**config.mk**
```make
export PLATFORM = sky130hd
export DESIGN_NAME = memory_bytewise_flat
export DESIGN_NICKNAME = d
export VERILOG_FILES = /design/src/rtl/memory_bytewise_pkg.sv /design/src/rtl/memory_bytewise_if.sv /design/src/rtl/memory_clear_seq.sv /design/src/rtl/memory_bytewise.sv /design/src/flat_wrapper.sv
export SDC_FILE = /design/constraint.sdc
export NUM_CORES = 2
export LEC_CHECK = 0
export BUFFER_PORTS_ARGS = -buffer_cell sky130_fd_sc_hd__buf_4
export CAP_MARGIN = 0
export CORE_UTILIZATION = 41
export DETAILED_ROUTE_END_ITERATION = 10
export PLACE_DENSITY = 0.66
export SYNTH_ARGS = -nofsm -noshare
export SYNTH_HDL_FRONTEND = slang
export SYNTH_SLANG_ARGS = --single-unit
```
**constraint.sdc**
```tcl
create_clock -name clk -period 6.5 [get_ports clk]
set_input_delay 0.325 -clock clk [delete_from_list [all_inputs] [get_ports clk]]
set_output_delay 0.325 -clock clk [all_outputs]
set_load 0.005 [all_outputs]
```
**src/rtl/memory_bytewise_pkg.sv**
```systemverilog
// rtl/memory_bytewise_pkg.sv - shared constants for the byte-lane memory and its clear sequencer
package memory_bytewise_pkg;

    localparam int LANE_W = 8;

    localparam logic [0:0] ST_CLEAR = 1'b0;
    localparam logic [0:0] ST_RUN   = 1'b1;

    function automatic int lane_count(input int data_w);
        return data_w / LANE_W;
    endfunction

endpackage

```
**src/rtl/memory_bytewise_if.sv**
```systemverilog
// rtl/memory_bytewise_if.sv - request/response bundle between the load/store unit and the memory
interface memory_bytewise_if
    import memory_bytewise_pkg::*;
#(
    parameter int ADDR_W = 8,
    parameter int DATA_W = 16
);

    logic [ADDR_W-1:0]                  address;
    logic [DATA_W-1:0]                  data_in;
    logic [lane_count(DATA_W)-1:0]      byte_en;
    logic                               write_enable;
    logic                               read_enable;
    logic                               ready;
    logic [DATA_W-1:0]                  data_out;
    logic                               read_valid;
    logic                               addr_err;

    modport master (
        output address, data_in, byte_en, write_enable, read_enable,
        input  ready, data_out, read_valid, addr_err
    );

    modport slave (
        input  address, data_in, byte_en, write_enable, read_enable,
        output ready, data_out, read_valid, addr_err
    );

endinterface

```
**src/rtl/memory_clear_seq.sv**
```systemverilog
// rtl/memory_clear_seq.sv - post-reset clear counter and CLEAR/RUN state machine
module memory_clear_seq
    import memory_bytewise_pkg::*;
#(
    parameter int DEPTH          = 256,
    parameter int ADDR_W         = 8,
    parameter int CLEAR_ON_RESET = 1
) (
    input  logic              clk,
    input  logic              rst,
    output logic              clr_we,
    output logic [ADDR_W-1:0] clr_addr,
    output logic              ready
);

    localparam logic [0:0]        START_ST = (CLEAR_ON_RESET != 0) ? ST_CLEAR : ST_RUN;
    localparam logic [ADDR_W-1:0] LAST_W   = ADDR_W'(DEPTH - 1);

    logic [0:0]        state;
    logic [ADDR_W-1:0] cnt;

    always_ff @(posedge clk or posedge rst) begin
        if (rst) begin
            state <= START_ST;
            cnt   <= '0;
        end else if (state == ST_CLEAR) begin
            if (cnt == LAST_W) begin
                state <= ST_RUN;
            end
            cnt <= cnt + 1'b1;
        end
    end

    assign clr_we   = (state == ST_CLEAR);
    assign clr_addr = cnt;
    assign ready    = (state == ST_RUN);

endmodule

```
**src/rtl/memory_bytewise.sv**
```systemverilog
// rtl/memory_bytewise.sv - single-port RAM with byte lanes, 1/2-cycle read latency and post-reset clear
module memory_bytewise
    import memory_bytewise_pkg::*;
#(
    parameter int DATA_W         = 16,
    parameter int DEPTH          = 256,
    parameter int ADDR_W         = 8,
    parameter int READ_LAT       = 1,
    parameter int CLEAR_ON_RESET = 1
) (
    input  logic              clk,
    input  logic              rst,
    memory_bytewise_if.slave  bus
);

    localparam int LANES = lane_count(DATA_W);

    if (DATA_W % LANE_W != 0) begin : g_bad_data_w
        $error("memory_bytewise: DATA_W must be a multiple of 8");
    end
    if (READ_LAT != 1 && READ_LAT != 2) begin : g_bad_read_lat
        $error("memory_bytewise: READ_LAT must be 1 or 2");
    end
    if ((2 ** ADDR_W) < DEPTH) begin : g_bad_addr_w
        $error("memory_bytewise: ADDR_W too narrow for DEPTH");
    end

    logic [DATA_W-1:0] mem [DEPTH];

    logic              clr_we;
    logic [ADDR_W-1:0] clr_addr;
    logic              ready;
    logic              in_range;
    logic              accept;
    logic              rd_acc;
    logic [DATA_W-1:0] rd_word;

    memory_clear_seq #(
        .DEPTH          (DEPTH),
        .ADDR_W         (ADDR_W),
        .CLEAR_ON_RESET (CLEAR_ON_RESET)
    ) u_clear_seq (
        .clk      (clk),
        .rst      (rst),
        .clr_we   (clr_we),
        .clr_addr (clr_addr),
        .ready    (ready)
    );

    assign in_range = (32'(bus.address) < 32'(DEPTH));
    assign accept   = ready & (bus.write_enable | bus.read_enable);
    assign rd_acc   = accept & bus.read_enable;
    // Combinational read of the pre-edge contents gives read-before-write on a same-address collision.
    assign rd_word  = in_range ? mem[bus.address] : '0;

    // Clear and host writes never overlap: host requests are only accepted once ready is high.
    always_ff @(posedge clk) begin
        if (clr_we) begin
            mem[clr_addr] <= '0;
        end else if (accept && bus.write_enable && in_range) begin
            for (int i = 0; i < LANES; i++) begin
                if (bus.byte_en[i]) begin
                    mem[bus.address][i*LANE_W +: LANE_W] <= bus.data_in[i*LANE_W +: LANE_W];
                end
            end
        end
    end

    logic              s1_v;
    logic [DATA_W-1:0] s1_d;
    logic              err_q;

    always_ff @(posedge clk or posedge rst) begin
        if (rst) begin
            s1_v  <= 1'b0;
            s1_d  <= '0;
            err_q <= 1'b0;
        end else begin
            s1_v  <= rd_acc;
            err_q <= accept & ~in_range;
            if (rd_acc) begin
                s1_d <= rd_word;
            end
        end
    end

    if (READ_LAT == 1) begin : g_lat1
        assign bus.read_valid = s1_v;
        assign bus.data_out   = s1_d;
    end else begin : g_lat2
        logic              s2_v;
        logic [DATA_W-1:0] s2_d;

        always_ff @(posedge clk or posedge rst) begin
            if (rst) begin
                s2_v <= 1'b0;
                s2_d <= '0;
            end else begin
                s2_v <= s1_v;
                if (s1_v) begin
                    s2_d <= s1_d;
                end
            end
        end

        assign bus.read_valid = s2_v;
        assign bus.data_out   = s2_d;
    end

    assign bus.ready    = ready;
    assign bus.addr_err = err_q;

endmodule

```
**src/flat_wrapper.sv**
```systemverilog
// flat-port wrapper written by rule: the top's interface ports become plain ports
module memory_bytewise_flat import memory_bytewise_pkg::*;
#(
    parameter int DATA_W         = 16,
    parameter int DEPTH          = 256,
    parameter int ADDR_W         = 8,
    parameter int READ_LAT       = 1,
    parameter int CLEAR_ON_RESET = 1
)
  (clk, rst, bus_address, bus_data_in, bus_byte_en, bus_write_enable, bus_read_enable, bus_ready, bus_data_out, bus_read_valid, bus_addr_err);
  memory_bytewise_if #(.ADDR_W(ADDR_W), .DATA_W(DATA_W)) bus_i ();
  input  logic clk;
  input  logic rst;
  input wire logic [$bits(bus_i.address)-1:0] bus_address;
  input wire logic [$bits(bus_i.data_in)-1:0] bus_data_in;
  input wire logic [$bits(bus_i.byte_en)-1:0] bus_byte_en;
  input wire logic [$bits(bus_i.write_enable)-1:0] bus_write_enable;
  input wire logic [$bits(bus_i.read_enable)-1:0] bus_read_enable;
  output wire logic [$bits(bus_i.ready)-1:0] bus_ready;
  output wire logic [$bits(bus_i.data_out)-1:0] bus_data_out;
  output wire logic [$bits(bus_i.read_valid)-1:0] bus_read_valid;
  output wire logic [$bits(bus_i.addr_err)-1:0] bus_addr_err;
  assign bus_i.address = bus_address;
  assign bus_i.data_in = bus_data_in;
  assign bus_i.byte_en = bus_byte_en;
  assign bus_i.write_enable = bus_write_enable;
  assign bus_i.read_enable = bus_read_enable;
  assign bus_ready = bus_i.ready;
  assign bus_data_out = bus_i.data_out;
  assign bus_read_valid = bus_i.read_valid;
  assign bus_addr_err = bus_i.addr_err;
  memory_bytewise #(.DATA_W(DATA_W), .DEPTH(DEPTH), .ADDR_W(ADDR_W), .READ_LAT(READ_LAT), .CLEAR_ON_RESET(CLEAR_ON_RESET)) u_core (.clk(clk), .rst(rst), .bus(bus_i));
endmodule
```
; Word level (Yosys, flattened, before mapping)
; Memory sizes are Yosys's and may differ from the RTL's. A register that Yosys moved wholly into a read port is not among the register bits.
; Cells that the tools add are included.
[totals]
regBits = 10
ramBits = 4096
mem_count = 1
[classes]
n_addsub = 1
eq_ne = 1
muxes = 14
bitwise_logic = 3
n_reduce_logical = 2
[mem_list]
columns = name, depth, width, read_ports, rd_clocked_by_memory_dff, wr, line
row1 = u_core.mem, 256, 16, 1, 1, 1, memory_bytewise.sv:28  ; logic [DATA_W-1:0] mem [DEPTH];
[ops]
columns = operator, n
row1 = $mux 16, 1
row2 = $reduce_or 16->1, 1
row3 = $mux 1, 11
row4 = $add 8x1->8 const B, 1
row5 = $eq 8x8->1 const B, 1
row6 = $mux 8, 1
row7 = $and 1x1->1, 2
row8 = $mux 2, 1
row9 = $logic_and 1x1->1, 1
row10 = $or 1x1->1, 1

; Logic depth before layout (Yosys ltp)
[logic_depth]
word_depth = 8
depth_mapped = 13
ltp_nobuf = 7

; Modules after synthesis
; From an unflattened synthesis, not the netlist that was laid out.
[unflattened]
cells_unflattened = 7495
hier_area_um2 = 159479.2
[modules_own_cells]
columns = module, n_inst, cells_per_inst, area_per_inst_um2, seq_area_each_um2
row1 = memory_bytewise, 1, 7465, 159066.3, 123423.4
row2 = memory_clear_seq, 1, 30, 412.9, 225.2

; Worst setup path before layout
; OpenSTA, ideal clock, no wires.
[synth_path]
kind = reg-to-reg
startpoint = register u_core.u_clear_seq.state, in the netlist u_core.u_clear_seq.ready
endpoint = memory u_core.mem[0][10] (data pin)
setup_ns = 0.870
t_arrival_ns = 4.434
required_time_ns = 5.630
path_slack_ns = 1.196
path_stages_with_launch = 5
n_path_buf = 2
synth_period_minus_slack_ns = 5.304
path_cell_list = dfrtp_1 > o211a_2 > clkbuf_1 > clkbuf_1 > and2_1
[synth_between]
elab_chain_cells = 7
word_cells_on_any_way = 10
cone_classes = mux: 7 / bitwise: 1 / reduce/logical: 2
[synth_rtl]
columns = item, line
row1 = from (decl), memory_clear_seq.sv:19  ; logic [0:0] state;
row2 = from (signal assigned), memory_clear_seq.sv:24  ; state <= START_ST;
row3 = from (signal assigned), memory_clear_seq.sv:28  ; state <= ST_RUN;
row4 = $and 1x1->1, memory_bytewise.sv:51  ; assign accept = ready & (bus.write_enable | bus.read_enable);
row5 = $logic_and 1x1->1, memory_bytewise.sv:60  ; end else if (accept && bus.write_enable && in_range) begin
row6 = $mux 1, memory_bytewise.sv:60
row7 = $mux 1, memory_bytewise.sv:58  ; if (clr_we) begin
row8 = $mux 1 (implied by the code), memory_bytewise.sv:63  ; mem[bus.address][i*LANE_W +: LANE_W] <= bus.data_in[i*LANE_W +: LANE_W];
row9 = $reduce_or 16->1 (no source line) (*), n/a
row10 = $mux 16 (no source line) (*), n/a
row11 = to (decl), memory_bytewise.sv:28
; Mark *: on every way between the ends. The rest lies on a longest branch, timed or not.

; Worst setup path in the final report
[layout_path]
startpoint = register u_core.u_clear_seq.state, in the netlist u_core.u_clear_seq.ready
endpoint = memory u_core.mem[13][11], enable pin
[layout_between]
elab_chain_cells = 7
word_cells_on_any_way = 12
cone_classes = mux: 9 / bitwise: 1 / reduce/logical: 2
[layout_rtl]
columns = item, line
row1 = $and 1x1->1, memory_bytewise.sv:51
row2 = $logic_and 1x1->1, memory_bytewise.sv:60
row3 = $mux 1, memory_bytewise.sv:60
row4 = $mux 1, memory_bytewise.sv:58
row5 = $mux 1 (implied by the code), memory_bytewise.sv:63
row6 = $reduce_or 16->1 (no source line), n/a
row7 = $mux 8 (no source line) or $mux 2 (tied branches), n/a
; Several ways; a longest one is shown, not always the timed one.

==> results.txt <==
Reg clk slew, reported paths - 0.06 ns
Lkg Pwr - 45.2 nW
Initial Util - 41.2%
Placed Cells - 12600
GRT Overall Usage - 21.3%
CTS Sinks - 4122
Post-route insts no fill - 13400
Detailed-route vias per instance - 6.00
Drt first pass iters - 7
Synth cell types - 63
Syn nets - 7717
Synth area leaders - edfxtp_1 (77%), mux4_2 (12%), mux2i_1 (2.6%)
Area delta synth->final - 11.8%
Post-layout minimum cycle time - 5.12 ns
Flops & latches, synth - 4122
Asr flop ratio synth - 0.631%
# DRC - 0
Clock latency on the worst-skew pair - 0.92 ns
Layout net count - 7859
Fin worst setup slack - 1.38 ns
Commonest cells post-synth - edfxtp_1 (4096), mux4_2 (840), nor2_1 (539)
Number of flops mapped to enable cells by yosys - 4096
Vert. Die Dim - 627 um
Final period util - 78.7%
Critical path required time - 7.06 ns
CP arrival - 5.67 ns
Layout Utilization - 46.0%
Critical path's slowest cell - nand3_2
Level count of the clock H-tree - 5
ANT nets after route - 0
CP startpoint kind - flop
Status - finished with violations
Wire per inst - 31.8 um
CTS Root Buffer Type - clkbuf_16
Vias in the first global route - 79500
Sw Share - 20.2%
Switch Pwr - 10.6 mW
CP Cell Sequence - o211a_2 -> nand2_1 -> o21ai_1 -> nand3_2 -> buf_4 -> nor2_1
Type of element capturing the critical path - flop
Post-synth top area share - 76.8%
Slew HR - -4.07%
Port buffer count - 47
Rows - 229
Post-synth top area cell - edfxtp_1
Failing checks - capacitance limit, slew limit
Clk network pwr share - 43.0%
Initial antenna violation count - 24
Comb power frac - 2.5%
WHS - 0.0477 ns
I/O pin cnt - 49
First-pass GRT wire length - 601 mm
Starting DRT DRC Count - 10600
Place WS - 1.50 ns
CP max FO - 34
Final Hold Violating Endpoints - 0
Int Pwr - 42.1 mW
Count leader, synth - edfxtp_1
RSZ-0062 raised after global routing - no
Setup TNS Final - 0 ns
CTS tree - yes
Avg Inst Size Synth - 20.8 um2
Post-DP HPWL - 254 mm
Synthesis Warnings - 0
Pins Over Slew Limit - 2
Layout cells sized above 1 - 21.5%
Worst-Margin Slew - 1.55 ns
Chip width - 627 um
CTS buffer count - 394
Core box area - 389000 um2
Vias - 80100
Max Cap Violations - 1
Fillers - 31800
Peak Freq - 0.195 GHz
Crit path kind - flop to flop
Post-synthesis sequential area ratio - 77.2%
Seq pwr share - 54.5%
Cells after Synth - 7686
Routed wire length - 425 mm
Grt ovf - 0
Top FF cell, synth - edfxtp_1
Max stage delay on crit path - 1.23 ns
Die area - 393000 um2
Pin count of the biggest net entering global routing - 178
Clock skew - 0.0583 ns
Global placement routability congestion - 0.852
Pwr dens - 295 nW/um2
Hold crit path type - input pin to flop
Setup-failing EPs final - 0
Peak supply drop - 0.239 mV
Mapped Area - 160000 um2
Clk buf depth - 4
-- repair_timing --
action | CTS | global route
hold buffers | 9 | 0
resized for setup | 0 | 0
buffers inserted | 0 | 0
setup endpoints to repair | 0 | 0
endpoints found under the hold margin | 115 | 0
-- cells in the final DEF (no fill, tap or decap), types with 43 or more instances in the layout --
cell type / synthesis / final
edfxtp_1: 4096 / 4096
mux4_2: 840 / 840
nor2_1: 539 / 535
mux2i_1: 424 / 424
clkbuf_16: 0 / 404
buf_4: 46 / 179
a22oi_1: 170 / 170
nand2_1: 160 / 153
a21oi_1: 99 / 99
o22ai_1: 92 / 92
clkinv_1: 0 / 90
clkinv_2: 0 / 76
nand3_1: 85 / 72
clkbuf_1: 224 / 68
o21ai_0: 57 / 57
nor3_1: 57 / 56
mux2_2: 49 / 49
nor2b_1: 53 / 49
o221ai_1: 43 / 43
-- worst max-delay path: cells and delay by family, from the launching register on --
kind | cells | cell delay, ns
compound gates | 2 | 1.51
buf+inv | 1 | 0.57
flops | 1 | 0.65
simple gates | 3 | 2.00
-- per-stage QoR --
stage               cell area [um2]  total power, mW
global placement             166000             30.6
finish                       179000             52.8
CTS                          179000             52.9
floorplan                    160000             30.2
detailed placement           166000             30.6
global route                 179000             53.9
-- path summary, 6_finish.rpt --
check	endpoint	cells past startpoint	slack [ns]	start
worst max-delay path	u_core.mem[13][11]	6	1.38	u_core.u_clear_seq.ready
worst min-delay path	u_core.mem[39][4]	2	0.05	bus_data_in[4]
worst max register to register	u_core.mem[13][11]	6	1.38	u_core.u_clear_seq.ready
worst min register to register	u_core.u_clear_seq.clr_addr[3]	1	0.59	u_core.u_clear_seq.clr_addr[3]
max in group asynchronous	u_core.bus.data_out[1]	4	5.90	rst
min in group asynchronous	u_core.bus.read_valid	4	0.16	rst
-- logic make-up (layout without fill, tap and decap cells) --
| kind of cell | after synthesis | in the layout | share of synthesized area [%] |
|---|---|---|---|
| flip-flops | 4122 | 4122 | 77.2 |
| multiplexers | 1327 | 1327 | 15.0 |
| AND/OR/NAND/NOR | 990 | 990 | 2.71 |
| AO/OA/AOI/OAI | 738 | 738 | 3.29 |
| buffers and inverters | 500 | 962 | 1.79 |
| XOR/XNOR | 7 | 7 | 0.0383 |
| adder cells (fa/ha/maj) | 1 | 1 | 0.00781 |
| other | 1 | 13 | 0.00234 |
-- area by class of cell --
type / instances / area (um2) / area share (%)
Timing Repair Buffer: 229 / 2250 / 1.25
Tap cell: 5197 / 6500 / 3.63
Sequential cell: 4122 / 124000 / 69.0
Multi-Input combinational cell: 3064 / 34000 / 19.0
Clock inverter: 244 / 2270 / 1.27
Antenna cell: 12 / 30.0 / 0.0168
Clock buffer: 472 / 10400 / 5.79
Inverter: 17 / 63.8 / 0.0356
-- flip-flops by register name (all words and copies together), names as in the netlist --
register                     flops
u_core.u_clear_seq.clr_addr      8
u_core.bus.read_valid            1
u_core.u_clear_seq.ready         1
u_core.mem                    4096
u_core.bus.data_out             16
-- power by group through the flow --
stage               clock [mW]  combinational, mW  sequential [mW]
global route              23.8               1.34             28.7
global placement             0               1.27             29.3
detailed placement           0               1.28             29.3
floorplan                    0              0.885             29.3
finish                    22.7               1.29             28.8
CTS                       22.9               1.29             28.8
-- per-layer routing --
metal / part of all wire, % / GRT usage (%) / vias to the layer above
li1: - / - / 32400
met1: 38 / 28.8 / 42400
met2: 48 / 34.0 / 4608
met3: 9.5 / 4.13 / 767
met4: 4.6 / 8.96 / 2
met5: 0.0031 / 0 / -
Note: power is estimated with default switching activity, not from simulation.
